--- config.mk ---
export PLATFORM = sky130hd
export DESIGN_NAME = cc1200_access_seq
export DESIGN_NICKNAME = d
export VERILOG_FILES = /design/src/rtl/cc1200_pkg.sv /design/src/rtl/cc1200_byte_xfer.sv /design/src/rtl/cc1200_access_seq.sv
export SDC_FILE = /design/constraint.sdc
export NUM_CORES = 1
export LEC_CHECK = 0
export ABC_AREA = 0
export CORE_ASPECT_RATIO = 1.4
export CORE_MARGIN = 10
export CORE_UTILIZATION = 42
export CTS_CLUSTER_DIAMETER = 50
export DETAILED_ROUTE_END_ITERATION = 12
export PLACE_DENSITY = 0.78
export SLEW_MARGIN = 10
export SYNTH_ARGS = -nofsm -noshare
export SYNTH_HDL_FRONTEND = slang
export SYNTH_SLANG_ARGS = --single-unit
--- constraint.sdc ---
create_clock -name clk -period 2.5 [get_ports clk]
set_clock_uncertainty 0.05 [all_clocks]
set_input_delay 0.25 -clock clk [delete_from_list [all_inputs] [get_ports clk]]
set_output_delay 0.25 -clock clk [all_outputs]
set_load 0.005 [all_outputs]
--- src/rtl/cc1200_pkg.sv ---
// Shared types and constants for the CC1200 register-access sequencer.
// Header byte layout: [7]=read, [6]=burst, [5:0]=address.
package cc1200_pkg;

  typedef enum logic [2:0] {
    ST_IDLE,
    ST_ISSUE,
    ST_WAITHI,
    ST_WAITLO,
    ST_NEXT,
    ST_STOP,
    ST_DONE
  } state_e;

  typedef enum logic [1:0] {
    PH_HDR,
    PH_EXT,
    PH_DATA
  } phase_e;

  localparam logic [7:0] EXT_ADDR  = 8'h2F;
  localparam int         RW_BIT    = 7;
  localparam int         BURST_BIT = 6;
  localparam logic [7:0] STROBE_LO = 8'h30;
  localparam logic [7:0] STROBE_HI = 8'h3D;

  function automatic logic [7:0] make_header(input logic rd, input logic burst,
                                             input logic [5:0] addr6);
    logic [7:0] h;
    h            = {2'b00, addr6};
    h[RW_BIT]    = rd;
    h[BURST_BIT] = burst;
    return h;
  endfunction

endpackage

--- src/rtl/cc1200_byte_xfer.sv ---
// One-byte handshake with the SPI byte engine: pulse start, wait for busy
// to rise, then for busy to fall; xfer_done marks the cycle the rx byte is valid.
module cc1200_byte_xfer
  import cc1200_pkg::*;
(
  input  logic        clk,
  input  logic        rstn,
  input  logic        go,
  input  logic [7:0]  tx_byte,
  output logic [7:0]  rx_byte,
  output logic        xfer_done,
  output logic        spi_start,
  input  logic        spi_busy,
  input  logic [7:0]  spi_din_lo,
  output logic [31:0] spi_dout
);

  state_e     state_q;
  logic       start_q;
  logic [7:0] dout_q;

  always_ff @(posedge clk or negedge rstn) begin
    if (!rstn) begin
      state_q <= ST_IDLE;
      start_q <= 1'b0;
      dout_q  <= 8'h00;
    end else begin
      start_q <= 1'b0;
      case (state_q)
        ST_IDLE: if (go) begin
          dout_q  <= tx_byte;
          start_q <= 1'b1;
          state_q <= ST_ISSUE;
        end
        ST_ISSUE:  state_q <= ST_WAITHI;
        ST_WAITHI: if (spi_busy) state_q <= ST_WAITLO;
        ST_WAITLO: if (!spi_busy) state_q <= ST_IDLE;
        default:   state_q <= ST_IDLE;
      endcase
    end
  end

  assign xfer_done = (state_q == ST_WAITLO) && !spi_busy;
  assign rx_byte   = spi_din_lo;
  assign spi_start = start_q;
  assign spi_dout  = {24'h000000, dout_q};

endmodule

--- src/rtl/cc1200_access_seq.sv ---
// Turns one register-access request into the CC1200 byte sequence
// (header, optional extended address, data) and streams read bytes out.
module cc1200_access_seq
  import cc1200_pkg::*;
#(
  parameter int MAX_LEN = 64,
  parameter int LEN_W   = 7
) (
  input  logic             clk,
  input  logic             rstn,
  input  logic             req_valid,
  output logic             req_ready,
  input  logic             req_read,
  input  logic [15:0]      req_addr,
  input  logic [LEN_W-1:0] req_len,
  input  logic             wr_valid,
  output logic             wr_ready,
  input  logic [7:0]       wr_data,
  output logic             rd_valid,
  input  logic             rd_ready,
  output logic [7:0]       rd_data,
  output logic             spi_start,
  output logic             spi_stop,
  input  logic             spi_busy,
  output logic [31:0]      spi_dout,
  input  logic [31:0]      spi_din,
  output logic [7:0]       status,
  output logic             done,
  output logic             err
);

  state_e           state_q;
  phase_e           phase_q;
  logic             read_q, ext_q;
  logic [7:0]       addr_lo_q;
  logic [LEN_W-1:0] remain_q;
  logic [7:0]       status_q, rd_data_q;
  logic             rd_valid_q, spi_stop_q, done_q, err_q;

  logic       accept, req_ok, req_ext, go, xfer_done, ext_pending;
  logic [7:0] tx_byte, rx_byte;
  logic       unused_din;

  assign unused_din  = ^spi_din[31:8];
  assign accept      = req_valid && (state_q == ST_IDLE);
  assign req_ext     = (req_addr[15:8] == EXT_ADDR);
  assign req_ok      = (req_ext || (req_addr[15:8] == 8'h00)) &&
                       (req_len <= LEN_W'(MAX_LEN));
  assign ext_pending = (phase_q == PH_HDR) && ext_q;

  // Byte selection; a read data byte waits until the previous one is taken.
  always_comb begin
    go       = 1'b0;
    tx_byte  = 8'h00;
    wr_ready = 1'b0;
    case (state_q)
      ST_IDLE: if (accept && req_ok) begin
        go      = 1'b1;
        tx_byte = make_header(req_read, req_len > LEN_W'(1),
                              req_ext ? EXT_ADDR[5:0] : req_addr[5:0]);
      end
      ST_NEXT: begin
        if (ext_pending) begin
          go      = 1'b1;
          tx_byte = addr_lo_q;
        end else if (remain_q != '0) begin
          if (read_q) begin
            go = !(rd_valid_q && !rd_ready);
          end else if (wr_valid) begin
            go       = 1'b1;
            tx_byte  = wr_data;
            wr_ready = 1'b1;
          end
        end
      end
      default: ;
    endcase
  end

  always_ff @(posedge clk or negedge rstn) begin
    if (!rstn) begin
      state_q    <= ST_IDLE;
      phase_q    <= PH_HDR;
      read_q     <= 1'b0;
      ext_q      <= 1'b0;
      addr_lo_q  <= 8'h00;
      remain_q   <= '0;
      status_q   <= 8'h00;
      rd_data_q  <= 8'h00;
      rd_valid_q <= 1'b0;
      spi_stop_q <= 1'b0;
      done_q     <= 1'b0;
      err_q      <= 1'b0;
    end else begin
      spi_stop_q <= 1'b0;
      done_q     <= 1'b0;
      err_q      <= 1'b0;
      if (rd_valid_q && rd_ready) rd_valid_q <= 1'b0;
      case (state_q)
        ST_IDLE: if (accept) begin
          if (req_ok) begin
            read_q    <= req_read;
            ext_q     <= req_ext;
            addr_lo_q <= req_addr[7:0];
            remain_q  <= req_len;
            phase_q   <= PH_HDR;
            state_q   <= ST_ISSUE;
          end else begin
            err_q <= 1'b1;
          end
        end
        // Waiting on the byte engine; only the header exchange sets status.
        ST_ISSUE: if (xfer_done) begin
          if (phase_q == PH_HDR) begin
            status_q <= rx_byte;
          end else if ((phase_q == PH_DATA) && read_q) begin
            rd_data_q  <= rx_byte;
            rd_valid_q <= 1'b1;
          end
          state_q <= ST_NEXT;
        end
        ST_NEXT: begin
          if (go) begin
            state_q <= ST_ISSUE;
            if (ext_pending) begin
              phase_q <= PH_EXT;
            end else begin
              phase_q  <= PH_DATA;
              remain_q <= remain_q - LEN_W'(1);
            end
          end else if (!ext_pending && (remain_q == '0)) begin
            spi_stop_q <= 1'b1;
            state_q    <= ST_STOP;
          end
        end
        ST_STOP: begin
          done_q  <= 1'b1;
          state_q <= ST_DONE;
        end
        default: state_q <= ST_IDLE;
      endcase
    end
  end

  cc1200_byte_xfer u_xfer (
    .clk        (clk),
    .rstn       (rstn),
    .go         (go),
    .tx_byte    (tx_byte),
    .rx_byte    (rx_byte),
    .xfer_done  (xfer_done),
    .spi_start  (spi_start),
    .spi_busy   (spi_busy),
    .spi_din_lo (spi_din[7:0]),
    .spi_dout   (spi_dout)
  );

  assign req_ready = (state_q == ST_IDLE);
  assign rd_valid  = rd_valid_q;
  assign rd_data   = rd_data_q;
  assign spi_stop  = spi_stop_q;
  assign status    = status_q;
  assign done      = done_q;
  assign err       = err_q;

endmodule
After elaboration in Yosys (flattened, before gate mapping)
Index checks and enable logic that the tools add are counted.

Flip-flop bits (word level): 54. Latch bits: 0. Bits in writable memories: 0. Bits in read-only memories: 0. Memories: 0.

Add/subtract/negate cells: 1. Multipliers: 0. Divide/modulo/power cells: 0. Order comparisons: 2. Equality and inequality tests: 17. Shift-type cells: 0. Multiplexer cells: 51. Bitwise gates (word level): 1. Reductions and logical operators: 29.

Operators by type and width (number): $mux 8 (5); $mux 7 (4); $mux 3 (8); $pmux 3 s4 (2); $mux 1 (23); $pmux 8 s2 (1); $pmux 7 s2 (1); $reduce_and 4->1 (3); $ne 2x2->1 const B (5); $logic_and 1x1->1 (9); $reduce_and 3->1 (3); $eq 8x6->1 const B (1); $logic_not 8->1 (1); $mux 2 (4); $gt 7x1->1 const B (1); $le 7x7->1 const B (1); $logic_not 7->1 (1); $reduce_bool 7->1 (1); $sub 7x1->7 const B (1); $eq 3x1->1 const B (2); $eq 3x2->1 const B (2); $eq 3x3->1 const B (2); $logic_not 3->1 (2); $mux 6 (1); 12 further kinds (17).

Longest topological paths before layout
Depth in word-level cells: 9. Mapped depth: 9. Mapped depth without buffers: 8.

By module
From an unflattened synthesis, not the netlist that was laid out.

Cells, all modules: 287. Area, all modules: 2894.0 um2.

By module, submodules not included: cc1200_access_seq (instances 1, cells each 217, area an instance 2149.6 um2, sequential area each 1051.0 um2); cc1200_byte_xfer (instances 1, cells each 70, area an instance 744.5 um2, sequential area each 275.3 um2).

Worst setup path before layout
OpenSTA, ideal clock, no wires.

Kind: reg-to-reg. Start point: register remain_q[0]. End point: register u_xfer.state_q[1]. Setup time: 0.127 ns. Arrival time: 1.961 ns. Slack: 0.362 ns. Cell stages (with the launch flop): 9. Buffers on the path: 0. Clock period less this slack: 2.138 ns. Cell sequence: dfrtp_1 > inv_1 > ha_1 > or3b_4 > nor4_4 > o21a_1 > o21a_4 > a21oi_2 > mux2_1.

Longest elaborated chain between the ends: 6.

Ends and longest elaborated chain: start, declared (line cc1200_access_seq.sv:36) `logic [LEN_W-1:0] remain_q;`; start signal, assigned (line cc1200_access_seq.sv:105) `remain_q <= req_len;`; start signal, assigned (line cc1200_access_seq.sv:129) `remain_q <= remain_q - LEN_W'(1);`; $reduce_bool 7->1 (line cc1200_access_seq.sv:66) `end else if (remain_q != '0) begin`; $mux 1 (line cc1200_access_seq.sv:66); $mux 1 (line cc1200_access_seq.sv:63) `if (ext_pending) begin`; $pmux 1 s2 (line cc1200_access_seq.sv:56) `case (state_q)`; $ne 2x2->1 (no source line); $reduce_and 3->1 (no source line); end signal, assigned (line cc1200_byte_xfer.sv:36) `ST_WAITHI: if (spi_busy) state_q <= ST_WAITLO;`; end signal, assigned (line cc1200_byte_xfer.sv:37) `ST_WAITLO: if (!spi_busy) state_q <= ST_IDLE;`; end signal, assigned (line cc1200_byte_xfer.sv:38) `default: state_q <= ST_IDLE;`; end, declared (line cc1200_byte_xfer.sv:18) `state_e state_q;`.

Every way passes these cells. A chain may end at the register's enable or synchronous reset.

Worst setup path after layout
Start point: register remain_q[0]. End point: output port wr_ready.

Longest elaborated chain between the ends: 4.

Ends and longest elaborated chain: $reduce_bool 7->1 (line cc1200_access_seq.sv:66); $mux 1 (line cc1200_access_seq.sv:66); $mux 1 (line cc1200_access_seq.sv:63); $mux 1 (line cc1200_access_seq.sv:56); end, declared (line cc1200_access_seq.sv:17) `output logic wr_ready,`.

Every way passes these cells.

==> out/qor.csv <==
metric;value;unit
status;finished, final reports clean;
mapped cell area;2771;um2
final setup vio count;0;
Worst VDD drop;0.4527;mV
Tmin final;2.371;ns
Post-synth top flop;dfrtp_1;
sequential share of the synthesized area;47.86;%
Final Cycle Share;94.83;%
Die Y-Extent;116.1;um
RR Endpoint;u_xfer.dout_q[0]$_DFFE_PN0P_;
Vias;2136;
PortBufs;76;
layout cells sized above 1;21.28;%
largest family of logic cells by synthesized area;compound AO/OA/AOI/OAI gates;
worst path bufs/invs;3;
WL/cell;17.74;um
# diodes;0;
Max Freq;0.4218;GHz
die width;88.66;um
clk slew on worst S/H paths;0.10;ns
Worst EP required;2.20;ns
number of synthesized flops with an enable pin;0;
crit-path cells;inv_2 -> ha_4 -> or3b_4 -> nor4_4 -> buf_4 -> nor4b_4 -> dlygate4sd2_1;
Worst-Margin Slew;0.5821;ns
GP Congestion;0.7627;
CP startpoint kind;register;
Ports;125;
Crit path max-delay family;simple AND/OR/NAND/NOR gates;
CTS tree;done;
worst r2r src;remain_q[0]$_DFFE_PN0P_;
Synth Area in Adders;1.806;%
synth unique cells;54;
power density cells;817.8;nW/um2
Slew Limit Fails;0;
Post-Synth XOR/XNOR Area;0;%
wire length of the first global-routing pass;11590;um
TNS Setup;0;ns
Inserted Clock Buffers;5;
Pre-antenna DRT Iters;4;
Post-Route WL;7150;um
Layout Nets;403;
Bufs on Longest Clock Path;2;
Critical Path End Type;primary output;
Sink Count;53;
std cell rows;35;
Setup Crit Path Kind;register to primary output;
Worst EP arrival;2.07;ns
FF-to-FF setup slack;0.13;ns
Compound-Gate Fraction of Synth Area;16.34;%
syn_area_per_cell;11.45;um2
Crit path largest cell delay;0.41;ns
Synth Area in Simple Gates;12.87;%
RSZ-0062 raised after global routing;false;
fraction of registers with async set/reset;100.0;%
post-route ant nets;0;
Clock Latency Late Sink;0.30;ns
H-tree depth;2;
hpwl dp;5463;um
Synth Warn #;0;
Area Growth Syn to Fin;35.53;%
area of the core;6481;um2
Die ar.;10290;um2
Initial Util;42.76;%
Post-Synthesis Cells;242;
GRT overflow;0;
Slew headroom;61.20;%
number of global-route vias before repair;2232;
hold slack;0.4359;ns
Hold Fails Final Rpt;0;
GRT Util Overall;14.20;%
Iter 0 DRT Violations;98;
footprint of the multi-input gates;1334;um2
max-cap violations;0;
initial antenna violation count;0;
post-synthesis mux area share;11.69;%
DRC Markers;0;
cell depth of the worst flop-to-flop path;10;
Root Buffer;clkbuf_8;
Synth Register Bits;53;
# fillers;554;
largest net degree at the start of global routing;27;
Critical-path top delay cell;or3b_4;
Register Area;1326;um2
CP max FO;5;
Via-to-Cell Ratio;5.300;
Leakage;0.001732;uW
HP Class;input pin to async pin;
-- cells in the final DEF, fill, tap and decap left out, drive strengths merged, types with 3 or more instances in the layout --
master          n
clkdlybuf4s50  74
dfrtp          53
mux2           27
conb           24
buf            14
o21ai          12
nand2          11
a21oi          10
o22a            9
nor2            9
inv             9
a2bb2oi         7
a221oi          7
clkbuf          5
nand3           4
and3            4
ha              4
nor3            3
and3b           3
nor2b           3
a21o            3
or3             3
o31ai           3
-- kinds of logic (layout without fill, tap and decap cells) --
family,count (synthesis),in the layout
fa+ha+maj,4,4
compound gates,58,58
buf+inv,42,106
flops,53,53
other cells,1,24
mux,29,29
simple gates,55,55
-- timing repair --
action	4_1_cts	5_1_grt
pin swaps	2	0
gates resized for setup	2	10
setup endpoints to repair	1	16
hold buffers	1	0
hold endpoints to repair	24	0
buffers inserted	2	1
-- where the power goes --
group,switching [uW],leakage (uW),internal (uW),total [uW]
sequential,188,0.000691,1080,1270
combinational,536,0.000986,689,1230
clock,281,0.0000546,297,578
total,1010,0.00173,2070,3070
-- sequential cells by signal (all words and copies together), names as in the netlist --
signal	cells
read_q	1
remain_q	7
u_xfer.dout_q	8
rd_data	8
phase_q	2
done	1
u_xfer.state_q	2
spi_stop	1
status	8
u_xfer.spi_start	1
err	1
addr_lo_q	8
ext_q	1
rd_valid	1
state_q	3
-- per-layer routing --
metal / share of wire [%] / global-route usage, % / vias to the layer above / routed length (um)
li1: - / - / 1004 / -
met1: 36 / 15.72 / 1039 / 2573
met2: 55 / 25.29 / 82 / 3923
met3: 7.2 / 3.768 / 11 / 517
met4: 1.9 / 4.865 / 0 / 134
met5: 0 / 0 / - / 0
-- per-stage QoR --
step	power [uW]	setup slack, ns	cell area (um2)	cells	utilization [%]
global placement	2385	0.09536	3557	392	54.88
CTS	3034	0.01813	3697	402	57.05
global route	3302	0.01477	3756	403	57.95
floorplan	1902	0.3618	2858	265	-
detailed placement	2438	0.07365	3557	392	54.88
finish	3072	0.1293	3756	403	57.95
-- synthesized netlist by cell type, drive strengths merged, types with 2 or more instances --
master,instances,area [um2]
nor2,9,50.05
mux2,27,304.0
or4,2,18.77
inv,8,30.03
a21o,3,22.52
buf,29,209.0
or3b,2,20.02
ha,4,50.05
dfrtp,53,1326
o31ai,3,41.29
nand2,11,41.29
nand2b,2,12.51
a21oi,10,61.31
nand3b,2,15.01
nor3,3,15.01
and3,4,26.28
and3b,3,26.28
nand4,2,18.77
o21a,2,22.52
nand3,4,20.02
o21ai,12,60.05
o22a,9,78.83
or3,3,18.77
nor2b,3,18.77
nor4,2,27.53
a2bb2oi,7,61.31
clkbuf,4,15.01
a221oi,7,61.31
mux2i,2,20.02
-- how the worst max path moves through the flow --
stage,from,endpoint,depth (start not counted)
2_1_floorplan,remain_q[0]$_DFFE_PN0P_,u_xfer.state_q[1]$_DFFE_PN0P_,8
3_3_place_gp,req_len[2],u_xfer.dout_q[0]$_DFFE_PN0P_,7
3_5_place_dp,remain_q[1]$_DFFE_PN0P_,remain_q[3]$_DFFE_PN0P_,8
4_1_cts,remain_q[1]$_DFFE_PN0P_,remain_q[3]$_DFFE_PN0P_,9
5_1_grt,remain_q[0]$_DFFE_PN0P_,remain_q[3]$_DFFE_PN0P_,9
6_report,remain_q[0]$_DFFE_PN0P_,wr_ready,7
-- cell type report --
type	instances	area share [%]
multi-input cells	170	35.51
flip-flops and latches	53	35.31
repair buffers	90	22.95
well taps	74	2.465
clock buffers	5	1.832
clock inverters	2	1.033
inverters	9	0.8994
-- worst register-to-register path: cells and delay by family, from the launching register on --
kind | cells | cell delay [ns]
fa+ha+maj | 1 | 0.13
flops | 1 | 0.40
simple gates | 3 | 0.70
compound gates | 2 | 0.39
buf+inv | 4 | 0.59
Power figures use the tool's default switching activity.
==> variant (same settings) <==
The parameter `LEN_W` goes from 7 to 14.
--- a/src/rtl/cc1200_access_seq.sv
+++ b/src/rtl/cc1200_access_seq.sv
@@ -5,5 +5,5 @@
 #(
   parameter int MAX_LEN = 64,
-  parameter int LEN_W   = 7
+  parameter int LEN_W   = 14
 ) (
   input  logic             clk,
Ports: changed (resized req_len); port bits go from 125 to 132. The function was not compared with the original's and may differ.
==> variant against the original RTL <==
  * Sequential cell count is 7 higher
  * Worst setup slack worse by 0.020 ns
  * Via count is 29% higher
  * First-iteration DRC count is 97% higher
  * Maximum frequency is 0.82% lower
  * Synthesized area is 15% higher
  * Hold slack worse by 0.055 ns
  * Design area is 18% higher
  * Die area is 12% higher
  * Routed wire length is 20% higher
Power is not compared: it rests on default switching activity, and its combinational part moved more than twofold at a synthesized area within 25%.
==> variant: results <==
[synth]
synth-compound-area-share = 0.159
synthTopCellsByCount = dfrtp_1, nand2_1, buf_4
synthDistinctLibCells = 58
synth_adder_area_share = 0.0157
synth.area.top_cells = dfrtp_1, buf_4, nand2_1
synth.yosys.seq_area_share = 0.472
netlist_instances = 323
yosys.area_share.xor_xnor = 0.00275
synth.area.mux_share = 0.0633
synth_top_family_by_area = simple AND/OR/NAND/NOR gates
synthArstFlopShare = 1.00

[global_route]
grt_pass1_wl_um = 14000
grt_max_degree = 61
track_usage = 0.152
grt_pass1_vias = 2927
antenna_found_initial = 0

[setup_path]
critical_path.max_fanout = 7
slowest_stage = dfrtp_1
r2r_cells = 7
timing.rr.start = remain_q[4]$_DFFE_PN0P_
cp.arrival_ns = 2.09
timing.rr.end = remain_q[12]$_DFFE_PN0P_
cp-endpoint = wr_ready
cp_top_family = simple AND/OR/NAND/NOR gates
r2r_slack_ns = 0.23
slowest_delay_ns = 0.49

[placement]
place_congestion = 0.801
port_buffers = 83
dpl_cell_area_um2 = 4200
place_hpwl_um = 6720
post-place-ws_ns = -0.166

[power]
intPower_mw = 1.58
clock_net_power_mw = 0.785
p_leak_nw = 2.07
irDropWorstVdd_mv = 0.394
combinationalPowerShare = 0.169

[drt]
drtPass1Iterations = 4
wl_per_cell_um = 15.9
drtIter0Drc = 193
dr_total_vias = 2764

[clocking]
htreeDepth = 3
clkLatencyLatePin_ns = 0.34
cts_setup_buffers = 1
holdBufCountCts = 1
clk_pin_slew_worst_paths_ns = 0.07
cts_buffers = 9

[cells_and_area]
largest_reg_flops = 14
drive_gt1_frac = 0.188
finalNetCount = 518
fin_cells = 539
insertedDiodeCount = 0
top_register = remain_q

[min_path]
hold_start = req_addr[7]
hold_path.class = input port to flop
hold_depth = 3
whs_endpoint = addr_lo_q[7]$_DFFE_PN0P_

[timing]
fin_hold_ws_ns = 0.381
fmax_mhz = 418

[run_status]
outcome = finished, final reports clean
variant: cell count changes after synthesis, moves of 4 or more:
cell / delta
nand2_1: +38
nor2_1: +15
a21oi_1: +14
o21ai_1: +11
mux2_2: -9
o22a_1: -9
dfrtp_1: +7
a221oi_1: -6
a2bb2oi_1: -6
nor3b_1: +5
a21o_1: +4
a22oi_1: +4
o41ai_1: +4
variant: final cells by class:
type	instances	area, um^2
clock buffer	9	124
clock inverter	7	52.6
fill	647	2940
inverter	9	33.8
multi-input combinational	243	1520
sequential	60	1500
tap	97	121
timing repair buffer	114	1070
variant: kinds of logic after synthesis:
logic type,after synthesis
compound gates,76
xor+xnor,1
fa+ha+maj,4
buf+inv,43
flops,60
mux,18
other cells,1
simple gates,120
variant: per-layer routing:
layer,global-route usage,part of all wire,vias up
met3,0.0394,0.068,8
met1,0.156,0.36,1346
li1,-,-,1318
met4,0.0781,0.018,0
met5,0,0,-
met2,0.276,0.55,92
